--- src/rtl/euclid_array_ctrl.sv ---
// Sequencer for the systolic Euclidean key-equation array: loads 2T syndromes, seeds cell 0,
// waits for the start token to leave the last cell, captures the locator and streams it out.
module euclid_array_ctrl #(
  parameter int T        = 8,
  parameter int NCELL    = 16,
  parameter int CELL_LAT = 3,
  parameter int ST_OFS   = 0,
  parameter int TMO      = NCELL * CELL_LAT + 8
) (
  input  logic        clk,
  input  logic        reset,
  input  logic        syn_valid,
  output logic        syn_ready,
  input  logic [12:0] syn_data,
  output logic        arr_start,
  output logic [12:0] arr_R,
  output logic [12:0] arr_Q,
  output logic [12:0] arr_L,
  output logic [12:0] arr_U,
  output logic [4:0]  arr_deg_R,
  output logic [4:0]  arr_deg_Q,
  output logic        arr_stop,
  input  logic        arr_st_in,
  input  logic [12:0] arr_L_in,
  input  logic [4:0]  arr_deg_in,
  output logic        loc_valid,
  input  logic        loc_ready,
  output logic [12:0] loc_data,
  output logic        loc_last,
  output logic [4:0]  loc_deg,
  output logic        busy,
  output logic        err_tmo
);

  localparam int N    = 2 * T + 1;
  localparam int CMAX = (TMO > ST_OFS + N) ? TMO : ST_OFS + N;
  localparam int CW   = $clog2(CMAX + 1);
  localparam int SW   = $clog2(2 * T);
  localparam int LW   = $clog2(T + 1);

  localparam logic [CW-1:0] C_ZERO   = CW'(0);
  localparam logic [CW-1:0] C_ONE    = CW'(1);
  localparam logic [CW-1:0] C_T      = CW'(T);
  localparam logic [CW-1:0] C_2T     = CW'(2 * T);
  localparam logic [CW-1:0] C_2T_M1  = CW'(2 * T - 1);
  localparam logic [CW-1:0] C_TMO    = CW'(TMO);
  localparam logic [CW-1:0] C_TMO_M1 = CW'(TMO - 1);
  localparam logic [CW-1:0] C_OFS    = CW'(ST_OFS);
  localparam logic [4:0]    DEG_R    = 5'(2 * T);
  localparam logic [4:0]    DEG_Q    = 5'(2 * T - 1);

  typedef enum logic [2:0] {
    S_LOAD    = 3'd0,
    S_FEED    = 3'd1,
    S_WAIT    = 3'd2,
    S_COLLECT = 3'd3,
    S_OUT     = 3'd4
  } state_t;

  state_t        state_q, state_d;
  logic [CW-1:0] cnt_q, cnt_d;
  logic [12:0]   sbuf_q [2*T];
  logic [12:0]   sbuf_d [2*T];
  logic [12:0]   lbuf_q [T+1];
  logic [12:0]   lbuf_d [T+1];
  logic [4:0]    loc_deg_q, loc_deg_d;
  logic          err_tmo_q, err_tmo_d;
  logic [CW:0]   coll_ext_s;
  logic [CW-1:0] coll_c_s;
  logic [LW-1:0] lidx_s;
  logic [SW-1:0] qidx_s;

  logic          syn_ready_q, syn_ready_d;
  logic          busy_q, busy_d;
  logic          arr_start_q, arr_start_d;
  logic [12:0]   arr_r_q, arr_r_d;
  logic [12:0]   arr_q_q, arr_q_d;
  logic [12:0]   arr_u_q, arr_u_d;
  logic [4:0]    arr_deg_r_q, arr_deg_q_q;
  logic          loc_valid_q, loc_valid_d;
  logic [12:0]   loc_data_q, loc_data_d;
  logic          loc_last_q, loc_last_d;

  // Next-state, counter and buffer update logic.
  always_comb begin
    state_d   = state_q;
    cnt_d     = cnt_q;
    sbuf_d    = sbuf_q;
    lbuf_d    = lbuf_q;
    loc_deg_d = loc_deg_q;
    err_tmo_d = 1'b0;
    // Capture index lags the COLLECT counter by ST_OFS; the extra top bit flags "not yet".
    coll_ext_s = {1'b0, cnt_q} - {1'b0, C_OFS};
    coll_c_s   = coll_ext_s[CW-1:0];
    lidx_s     = LW'(2 * T) - coll_c_s[LW-1:0];
    case (state_q)
      S_LOAD: begin
        if (syn_valid && syn_ready_q) begin
          sbuf_d[cnt_q[SW-1:0]] = syn_data;
          if (cnt_q == C_2T_M1) begin
            state_d = S_FEED;
            cnt_d   = C_ZERO;
          end else begin
            cnt_d = cnt_q + C_ONE;
          end
        end else begin
          cnt_d = cnt_q;
        end
      end
      S_FEED: begin
        if (cnt_q == C_2T) begin
          state_d = S_WAIT;
          cnt_d   = C_ZERO;
        end else begin
          cnt_d = cnt_q + C_ONE;
        end
      end
      S_WAIT: begin
        if (cnt_q == C_TMO) begin
          state_d = S_LOAD;
          cnt_d   = C_ZERO;
        end else if (arr_st_in) begin
          state_d = S_COLLECT;
          cnt_d   = C_ZERO;
        end else begin
          cnt_d     = cnt_q + C_ONE;
          err_tmo_d = (cnt_q == C_TMO_M1);
        end
      end
      S_COLLECT: begin
        if (!coll_ext_s[CW]) begin
          if (coll_c_s == C_ZERO) begin
            loc_deg_d = arr_deg_in;
          end else begin
            loc_deg_d = loc_deg_q;
          end
          if (coll_c_s >= C_T) begin
            lbuf_d[lidx_s] = arr_L_in;
          end else begin
            lbuf_d = lbuf_q;
          end
          if (coll_c_s == C_2T) begin
            state_d = S_OUT;
            cnt_d   = C_ZERO;
          end else begin
            cnt_d = cnt_q + C_ONE;
          end
        end else begin
          cnt_d = cnt_q + C_ONE;
        end
      end
      S_OUT: begin
        if (loc_valid_q && loc_ready) begin
          if (cnt_q == C_T) begin
            state_d = S_LOAD;
            cnt_d   = C_ZERO;
          end else begin
            cnt_d = cnt_q + C_ONE;
          end
        end else begin
          cnt_d = cnt_q;
        end
      end
      default: begin
        state_d = S_LOAD;
        cnt_d   = C_ZERO;
      end
    endcase
  end

  // Output values for the coming cycle, decoded from the next state so every output is a flop.
  always_comb begin
    syn_ready_d = (state_d == S_LOAD);
    busy_d      = (state_d != S_LOAD);
    arr_start_d = 1'b0;
    arr_r_d     = 13'd0;
    arr_q_d     = 13'd0;
    arr_u_d     = 13'd0;
    loc_valid_d = 1'b0;
    loc_data_d  = 13'd0;
    loc_last_d  = 1'b0;
    // Stream index k carries degree 2T-k, so Q walks the syndromes from S_2T down to S_1.
    qidx_s      = SW'(2 * T) - cnt_d[SW-1:0];
    if (state_d == S_FEED) begin
      arr_start_d = (cnt_d == C_ZERO);
      arr_r_d     = {12'd0, (cnt_d == C_ZERO)};
      arr_u_d     = {12'd0, (cnt_d == C_2T)};
      if (cnt_d != C_ZERO) begin
        arr_q_d = sbuf_q[qidx_s];
      end else begin
        arr_q_d = 13'd0;
      end
    end else begin
      arr_start_d = 1'b0;
    end
    if (state_d == S_OUT) begin
      loc_valid_d = 1'b1;
      loc_data_d  = lbuf_d[cnt_d[LW-1:0]];
      loc_last_d  = (cnt_d == C_T);
    end else begin
      loc_valid_d = 1'b0;
    end
  end

  // State, buffers and registered outputs.
  always_ff @(posedge clk or negedge reset) begin
    if (!reset) begin
      state_q     <= S_LOAD;
      cnt_q       <= C_ZERO;
      for (int i = 0; i < 2 * T; i++) sbuf_q[i] <= 13'd0;
      for (int i = 0; i <= T; i++) lbuf_q[i] <= 13'd0;
      loc_deg_q   <= 5'd0;
      err_tmo_q   <= 1'b0;
      syn_ready_q <= 1'b0;
      busy_q      <= 1'b0;
      arr_start_q <= 1'b0;
      arr_r_q     <= 13'd0;
      arr_q_q     <= 13'd0;
      arr_u_q     <= 13'd0;
      arr_deg_r_q <= 5'd0;
      arr_deg_q_q <= 5'd0;
      loc_valid_q <= 1'b0;
      loc_data_q  <= 13'd0;
      loc_last_q  <= 1'b0;
    end else begin
      state_q     <= state_d;
      cnt_q       <= cnt_d;
      sbuf_q      <= sbuf_d;
      lbuf_q      <= lbuf_d;
      loc_deg_q   <= loc_deg_d;
      err_tmo_q   <= err_tmo_d;
      syn_ready_q <= syn_ready_d;
      busy_q      <= busy_d;
      arr_start_q <= arr_start_d;
      arr_r_q     <= arr_r_d;
      arr_q_q     <= arr_q_d;
      arr_u_q     <= arr_u_d;
      arr_deg_r_q <= DEG_R;
      arr_deg_q_q <= DEG_Q;
      loc_valid_q <= loc_valid_d;
      loc_data_q  <= loc_data_d;
      loc_last_q  <= loc_last_d;
    end
  end

  assign syn_ready = syn_ready_q;
  assign busy      = busy_q;
  assign arr_start = arr_start_q;
  assign arr_R     = arr_r_q;
  assign arr_Q     = arr_q_q;
  assign arr_L     = 13'd0;
  assign arr_U     = arr_u_q;
  assign arr_deg_R = arr_deg_r_q;
  assign arr_deg_Q = arr_deg_q_q;
  assign arr_stop  = 1'b0;
  assign loc_valid = loc_valid_q;
  assign loc_data  = loc_data_q;
  assign loc_last  = loc_last_q;
  assign loc_deg   = loc_deg_q;
  assign err_tmo   = err_tmo_q;

endmodule
--- config.mk ---
export PLATFORM = sky130hd
export DESIGN_NAME = euclid_array_ctrl
export DESIGN_NICKNAME = d
export VERILOG_FILES = /design/src/rtl/euclid_array_ctrl.sv
export SDC_FILE = /design/constraint.sdc
export NUM_CORES = 1
export LEC_CHECK = 0
export CORE_ASPECT_RATIO = 0.6
export CORE_UTILIZATION = 54
export DETAILED_ROUTE_END_ITERATION = 16
export PLACE_DENSITY = 0.83
export SYNTH_ARGS = -nofsm -noshare
export SYNTH_HDL_FRONTEND = slang
export SYNTH_SLANG_ARGS = --single-unit
--- constraint.sdc ---
create_clock -name clk -period 4.6 [get_ports clk]
set_input_delay 0.92 -clock clk [delete_from_list [all_inputs] [get_ports clk]]
set_output_delay 0.92 -clock clk [all_outputs]
set_load 0.005 [all_outputs]
==> results.md <==
* Synth Cell Area at 0.0179 mm2
* Seq cells post-synth at 373
* DRT iter0 DRCs at 1147
* Met1 usage at 39.4%
* TritonCTS clock tree: built
* Max Slew Vio Count at 0
* DR WL/cell at 23.9 um
* Relative slew slack at 21.1%
* Worst Hold Class: input port to asynchronous set/reset pin
* Synth Instances at 1329
* Row cnt at 51
* Largest net degree at the start of global routing at 133
* Syn Area/Cell at 13.4 um2
* Power Density at 532 mW/mm2
* Worst-path cell chain: inv_1 -> ha_1 -> and3b_2 -> a21oi_1 -> nor4_2 -> mux2i_4 -> buf_12 -> buf_12 -> mux4_2 -> mux2_1 -> a22o_1
* CP dominant cell by count: buf_12
* Initial antenna violation count at 3
* IO buf count at 79
* Total CTS buffers at 35
* Layout area overhead at 12.5%
* Critical path data arrival time at 4.57 ns
* Asr flop ratio synth at 100%
* Clk buf depth at 3
* GRT Overall Usage at 26.3%
* Layout cells sized above 1 at 35.1%
* Status: finished, final reports clean
* CP endpoint kind: flip-flop
* Residual DRC at 0
* CTS-repair resized insts at 0
* Core area at 0.0325 mm2
* Met2 Use GR at 37.7%
* Critical path peak fanout at 31
* CP delay by family, top: multiplexers
* Max Cap Violations at 0
* Critical Path RT at 5.01 ns
* Ys flop type: dfrtp_1
* Leak Pwr at 9.15 nW
* Global route overflow at 0
* Final Cycle Share at 90.6%
* RSZ-0062 raised after global routing: no
* Fmax at 240 MHz
* Routed WL at 43400 um
* Clock skew at 0.0274 ns
* Die width at 237 um
* Peak VDD IR at 0.355 mV
* Min Tclk post-route at 4.17 ns
* Final setup vio count at 0
* Slowest stage delay, CP at 0.59 ns
* Number of nets in the layout at 1413
* GR peak layer: met1
* CP Launch Type: flip-flop
* Slowest CP cell: a21oi_1
* CTS sink cnt at 373
* Starting Density at 55.0%
* Die Y at 143 um
* DP HPWL at 27100 um
* First-pass GRT wire length at 67900 um
* CTS HTree Levels at 2
* DR vias at 11500
* Number of global-route vias before repair at 11600
* Synth cell types at 77
* Kind of critical path: flip-flop to flip-flop
* RePlAce Congestion at 0.884
* Die footprint at 0.0338 mm2
* Skew-Pair Late Insertion Delay at 0.54 ns
* Power consumption at 10.7 mW
* Hold Violations, Final at 0
* Fillers at 2334
* Clock-pin transition on the worst setup and hold timing paths at 0.06 ns
* # IOs at 123
* Sequential share of the synthesized area at 52.3%
* Setup TNS at 0 ns
* Setup bufs post-CTS at 0
* Post-route ant nets at 0
* EDFF count, synth at 0
* TritonRoute pass-1 iters at 5
* Met3 GRT Util at 6.80%
* Root Driver: clkbuf_16
* # hold bufs at CTS at 0
* Least-Margin Pin Slew at 1.18 ns
* YS warnings at 0
* Worst path buffer plus inverter count at 3
* Vias per inst at 6.32
-- registers in the layout, indices dropped and copies added (netlist names), 3 cells and up --
| register | cells |
|---|---|
| sbuf_q | 208 |
| lbuf_q | 117 |
| arr_Q | 13 |
| loc_data | 13 |
| cnt_q | 6 |
| loc_deg | 5 |
| state_q | 3 |
-- cells in the final DEF (no fill, tap or decap), drive strengths merged, types with 3 or more instances in the layout --
cell	n
o21a	3
o311a	10
mux2	322
nor3	10
nor2b	4
and3	3
a221oi	21
a31oi	6
ha	6
o21ai	52
a22o	13
clkbuf	53
nand4	8
xnor2	3
a311oi	11
inv	36
a22oi	10
o22a	3
and2	8
buf	45
nand2b	4
or3	5
mux2i	14
nand3	44
mux4	63
a211oi	15
conb	44
dfrtp	373
nor2	17
a21o	4
nand2	46
clkdlybuf4s50	78
a21oi	20
clkinv	4
-- final timing paths --
| check | cells after the start | slack, ns | start | end |
|---|---|---|---|---|
| max | 11 | 0.43 | cnt_q[0]$_DFF_PN0_ | arr_Q[6]$_DFF_PN0_ |
| min | 1 | 0.47 | reset | lbuf_q[19]$_DFF_PN0_ |
| max reg2reg | 11 | 0.43 | cnt_q[0]$_DFF_PN0_ | arr_Q[6]$_DFF_PN0_ |
| min reg2reg | 2 | 0.48 | lbuf_q[5]$_DFF_PN0_ | lbuf_q[5]$_DFF_PN0_ |
| max in group asynchronous | 2 | 2.90 | reset | cnt_q[0]$_DFF_PN0_ |
| min in group clk | 2 | 0.48 | lbuf_q[5]$_DFF_PN0_ | lbuf_q[5]$_DFF_PN0_ |
-- kinds of logic (layout without fill, tap and decap cells) --
family                   count (synthesis)  in the layout  share of synthesized area [%]
multiplexers                           399            399                           29.1
flip-flops                             373            373                           52.3
buffers and inverters                  196            219                           5.43
AO/OA/AOI/OAI                          189            189                           7.79
AND/OR/NAND/NOR                        161            161                           4.73
adder cells (fa/ha/maj)                  6              6                          0.421
XOR/XNOR                                 3              3                          0.189
other                                    2             45                         0.0421
-- layout make-up --
| class | instances | area [um2] | area share (%) |
|---|---|---|---|
| clock inverters | 7 | 103 | 0.511 |
| repair buffers | 123 | 1210 | 6.04 |
| well taps | 424 | 531 | 2.64 |
| multi-input cells | 802 | 7730 | 38.5 |
| clock buffers | 53 | 1030 | 5.15 |
| flip-flops and latches | 373 | 9330 | 46.5 |
| inverters | 36 | 135 | 0.673 |
| diodes | 1 | 2.50 | 0.0125 |
-- worst register-to-register path: stages (launching register included) --
cell	delay, ns
dfrtp_1	0.56
inv_1	0.15
ha_1	0.36
and3b_2	0.31
a21oi_1	0.59
nor4_2	0.20
mux2i_4	0.26
buf_12	0.29
buf_12	0.27
mux4_2	0.53
mux2_1	0.30
a22o_1	0.23
-- power breakdown --
group,switching [mW],internal [mW]
sequential,0.344,3.89
clock,1.24,1.67
combinational,1.71,1.83
-- stage by stage --
| stage | hold WS (ns) | area, um2 | cells | util, % | setup slack, ns |
|---|---|---|---|---|---|
| floorplan | 0.446 | 18000 | 1371 | - | 0.229 |
| global placement | 0.459 | 18900 | 1758 | 58.3 | 0.327 |
| detailed placement | 0.465 | 18900 | 1758 | 58.3 | 0.297 |
| CTS | 0.481 | 20100 | 1818 | 61.8 | 0.442 |
| global route | 0.503 | 20100 | 1819 | 61.8 | 0.243 |
| finish | 0.471 | 20100 | 1819 | 61.8 | 0.433 |
-- layer usage --
layer / part of all wire [%] / vias to the layer above
li1: - / 4911
met1: 46 / 5957
met2: 43 / 553
met3: 9.2 / 73
met4: 1.7 / 2
met5: 0.032 / -
-- cell usage after synthesis, types with 9 or more instances --
cell type	count	share of area, %
buf_2	19	0.53
a211oi_1	13	0.55
a22oi_1	10	0.42
nor2_1	16	0.34
o21ai_0	51	1.4
mux4_2	63	7.9
a221oi_1	21	1.0
dfrtp_1	373	52
inv_1	33	0.69
buf_1	19	0.40
a311oi_1	11	0.54
nand2_1	46	0.97
mux2i_1	13	0.73
buf_4	52	2.2
nor3_1	9	0.25
o311a_1	10	0.56
a22o_1	13	0.64
clkbuf_1	68	1.4
mux2_1	15	0.95
a21oi_1	19	0.53
nand3_1	41	1.1
mux2_2	307	19
No activity file was read; power rests on OpenSTA's default activity.
==> RTL edit, RTL diff (same flow settings) <==
The parameter `T` goes from 8 to 4.
--- a/src/rtl/euclid_array_ctrl.sv
+++ b/src/rtl/euclid_array_ctrl.sv
@@ -2,5 +2,5 @@
 // waits for the start token to leave the last cell, captures the locator and streams it out.
 module euclid_array_ctrl #(
-  parameter int T        = 8,
+  parameter int T        = 4,
   parameter int NCELL    = 16,
   parameter int CELL_LAT = 3,
Function: changed (a bounded check fails within 4 cycles, from zero or initial values and one cycle with reset low).
==> RTL edit against the original RTL <==
Wire length fell by 47%. Setup slack improved by 0.014 ns. Final area fell by 41%. Power fell by 15%. Final cell count fell by 33%. Sequential cell count fell by 156. Synthesized area fell by 42%. Largest cell class unchanged.
==> RTL edit: results (changes against the original RTL) <==
Status -> finished, final reports clean
Total wire length -> 22,900 um (-47%)
Seq/Total Area, Yosys -> 52.2% (-0.10 points)
Total Nets Final -> 1,004 (-29%)
M1 WL -> 11,200 um (-44%)
Area delta synth->final -> 13.9%
Multi-input combinational area share -> 37.6% (-0.92 points)
Worst min-delay path class -> flip-flop to flip-flop
VDD IR max -> 605 uV (+70%)
Worst-Margin Slew -> 1.13 ns (-0.0524 ns)
Critical-path maximum fanout -> 39 (+26%)
Met1 Usage GRT -> 35.8% (-3.5 points)
Ant diodes -> 0 (-1)
Post-Route Skew -> 0.0210 ns (-0.00633 ns)
Slowest CP cell -> dfrtp_1
Layout cells sized above 1 -> 23.8% (-11 points)
GP Congestion -> 0.967 (+9.5%)
Grt met3 use -> 4.07% (-2.7 points)
Worst Path Arrival -> 4.55 ns (-0.02 ns)
CTS H-tree lvls -> 1 (-1)
Core ar. -> 18,400 um2 (-43%)
Mux cell area share after synthesis -> 19.9% (-9.2 points)
Clock Network Area Fraction -> 5.71% (+0.050 points)
Pre-CTS WS -> 0.561 ns (+0.264 ns)
Detailed Place HPWL -> 14,800 um (-46%)
Non-clock buffer count -> 99 (-20%)
Synth cell types -> 59 (-23%)
Overall routing resource usage -> 23.8% (-2.5 points)
Compound-gate portion of the synthesized area -> 10.0% (+2.2 points)
Flop+latch power -> 3.01 mW (-29%)
Synth Area in Adders -> 0.601% (+0.18 points)
Seq area share -> 45.8% (-0.64 points)
Clk network pwr share -> 18.8% (-8.4 points)
Port Buffers -> 78 (-1.3%)
WL met3 -> 1250 um (-69%)
Power per Cell Area -> 762 nW/um2 (+43%)
Largest net degree at the start of global routing -> 129 (-3.0%)
Skew-Pair Late Insertion Delay -> 0.50 ns (-0.04 ns)
Met2 routed WL -> 9990 um (-47%)
Placed inst area -> 11,200 um2 (-41%)
Seq Cell Count -> 217 (-42%)
Multi-input gates -> 613 (-24%)
Signal buffers share of area -> 7.96% (+1.9 points)
Initial antenna violation count -> 1 (-2)
R2r endpoint -> arr_Q[11]
CLK BUF -> 26 (-51%)
Fin Hold WS -> 0.463 ns (-0.00730 ns)
Crit-path max cell delay -> 0.55 ns (-0.04 ns)
P_int -> 5.47 mW (-26%)
Filler instances -> 1,432 (-39%)
Top cells by count, synth -> dfrtp_1 (217), mux2_2 (149), nand2_1 (103)
Inverters -> 12 (-67%)
Num CTS Buffers -> 20 (-43%)
Post-Synth XOR/XNOR Area -> 0.337% (+0.15 points)
Vias in the first global route -> 6,999 (-39%)
Top flop regs -> sbuf_q x104, lbuf_q x65
==> RTL edit: cell count changes in the layout (fill, tap and decap cells not counted), sizes merged, moves of 12 or more <==
cell / delta
mux2: -161
dfrtp: -156
mux4: -63
nand2: +57
nand3: -30
clkbuf: -27
inv: -24
nor2: +24
buf: -23
a221oi: -20
nand3b: +16
mux2i: +12
==> RTL edit: cells by family after synthesis <==
family | after synthesis
other cells | 2
fa+ha+maj | 5
compound gates | 150
simple gates | 222
buf+inv | 118
mux | 187
xor+xnor | 4
flops | 217
==> RTL edit: worst max-delay path by stage <==
stage,end,slack (ns)
2_1_floorplan,arr_Q[10],1.30
3_3_place_gp,arr_Q[0],0.75
3_5_place_dp,arr_Q[11],0.56
4_1_cts,arr_Q[11],0.51
5_1_grt,arr_Q[11],0.20
6_report,arr_Q[11],0.45
==> RTL edit: tightest hold or removal path, cell delays in order (launching register included) <==
cell and delay [ns]:
dfrtp_1 0.32, nand2_1 0.06, nand2_1 0.05
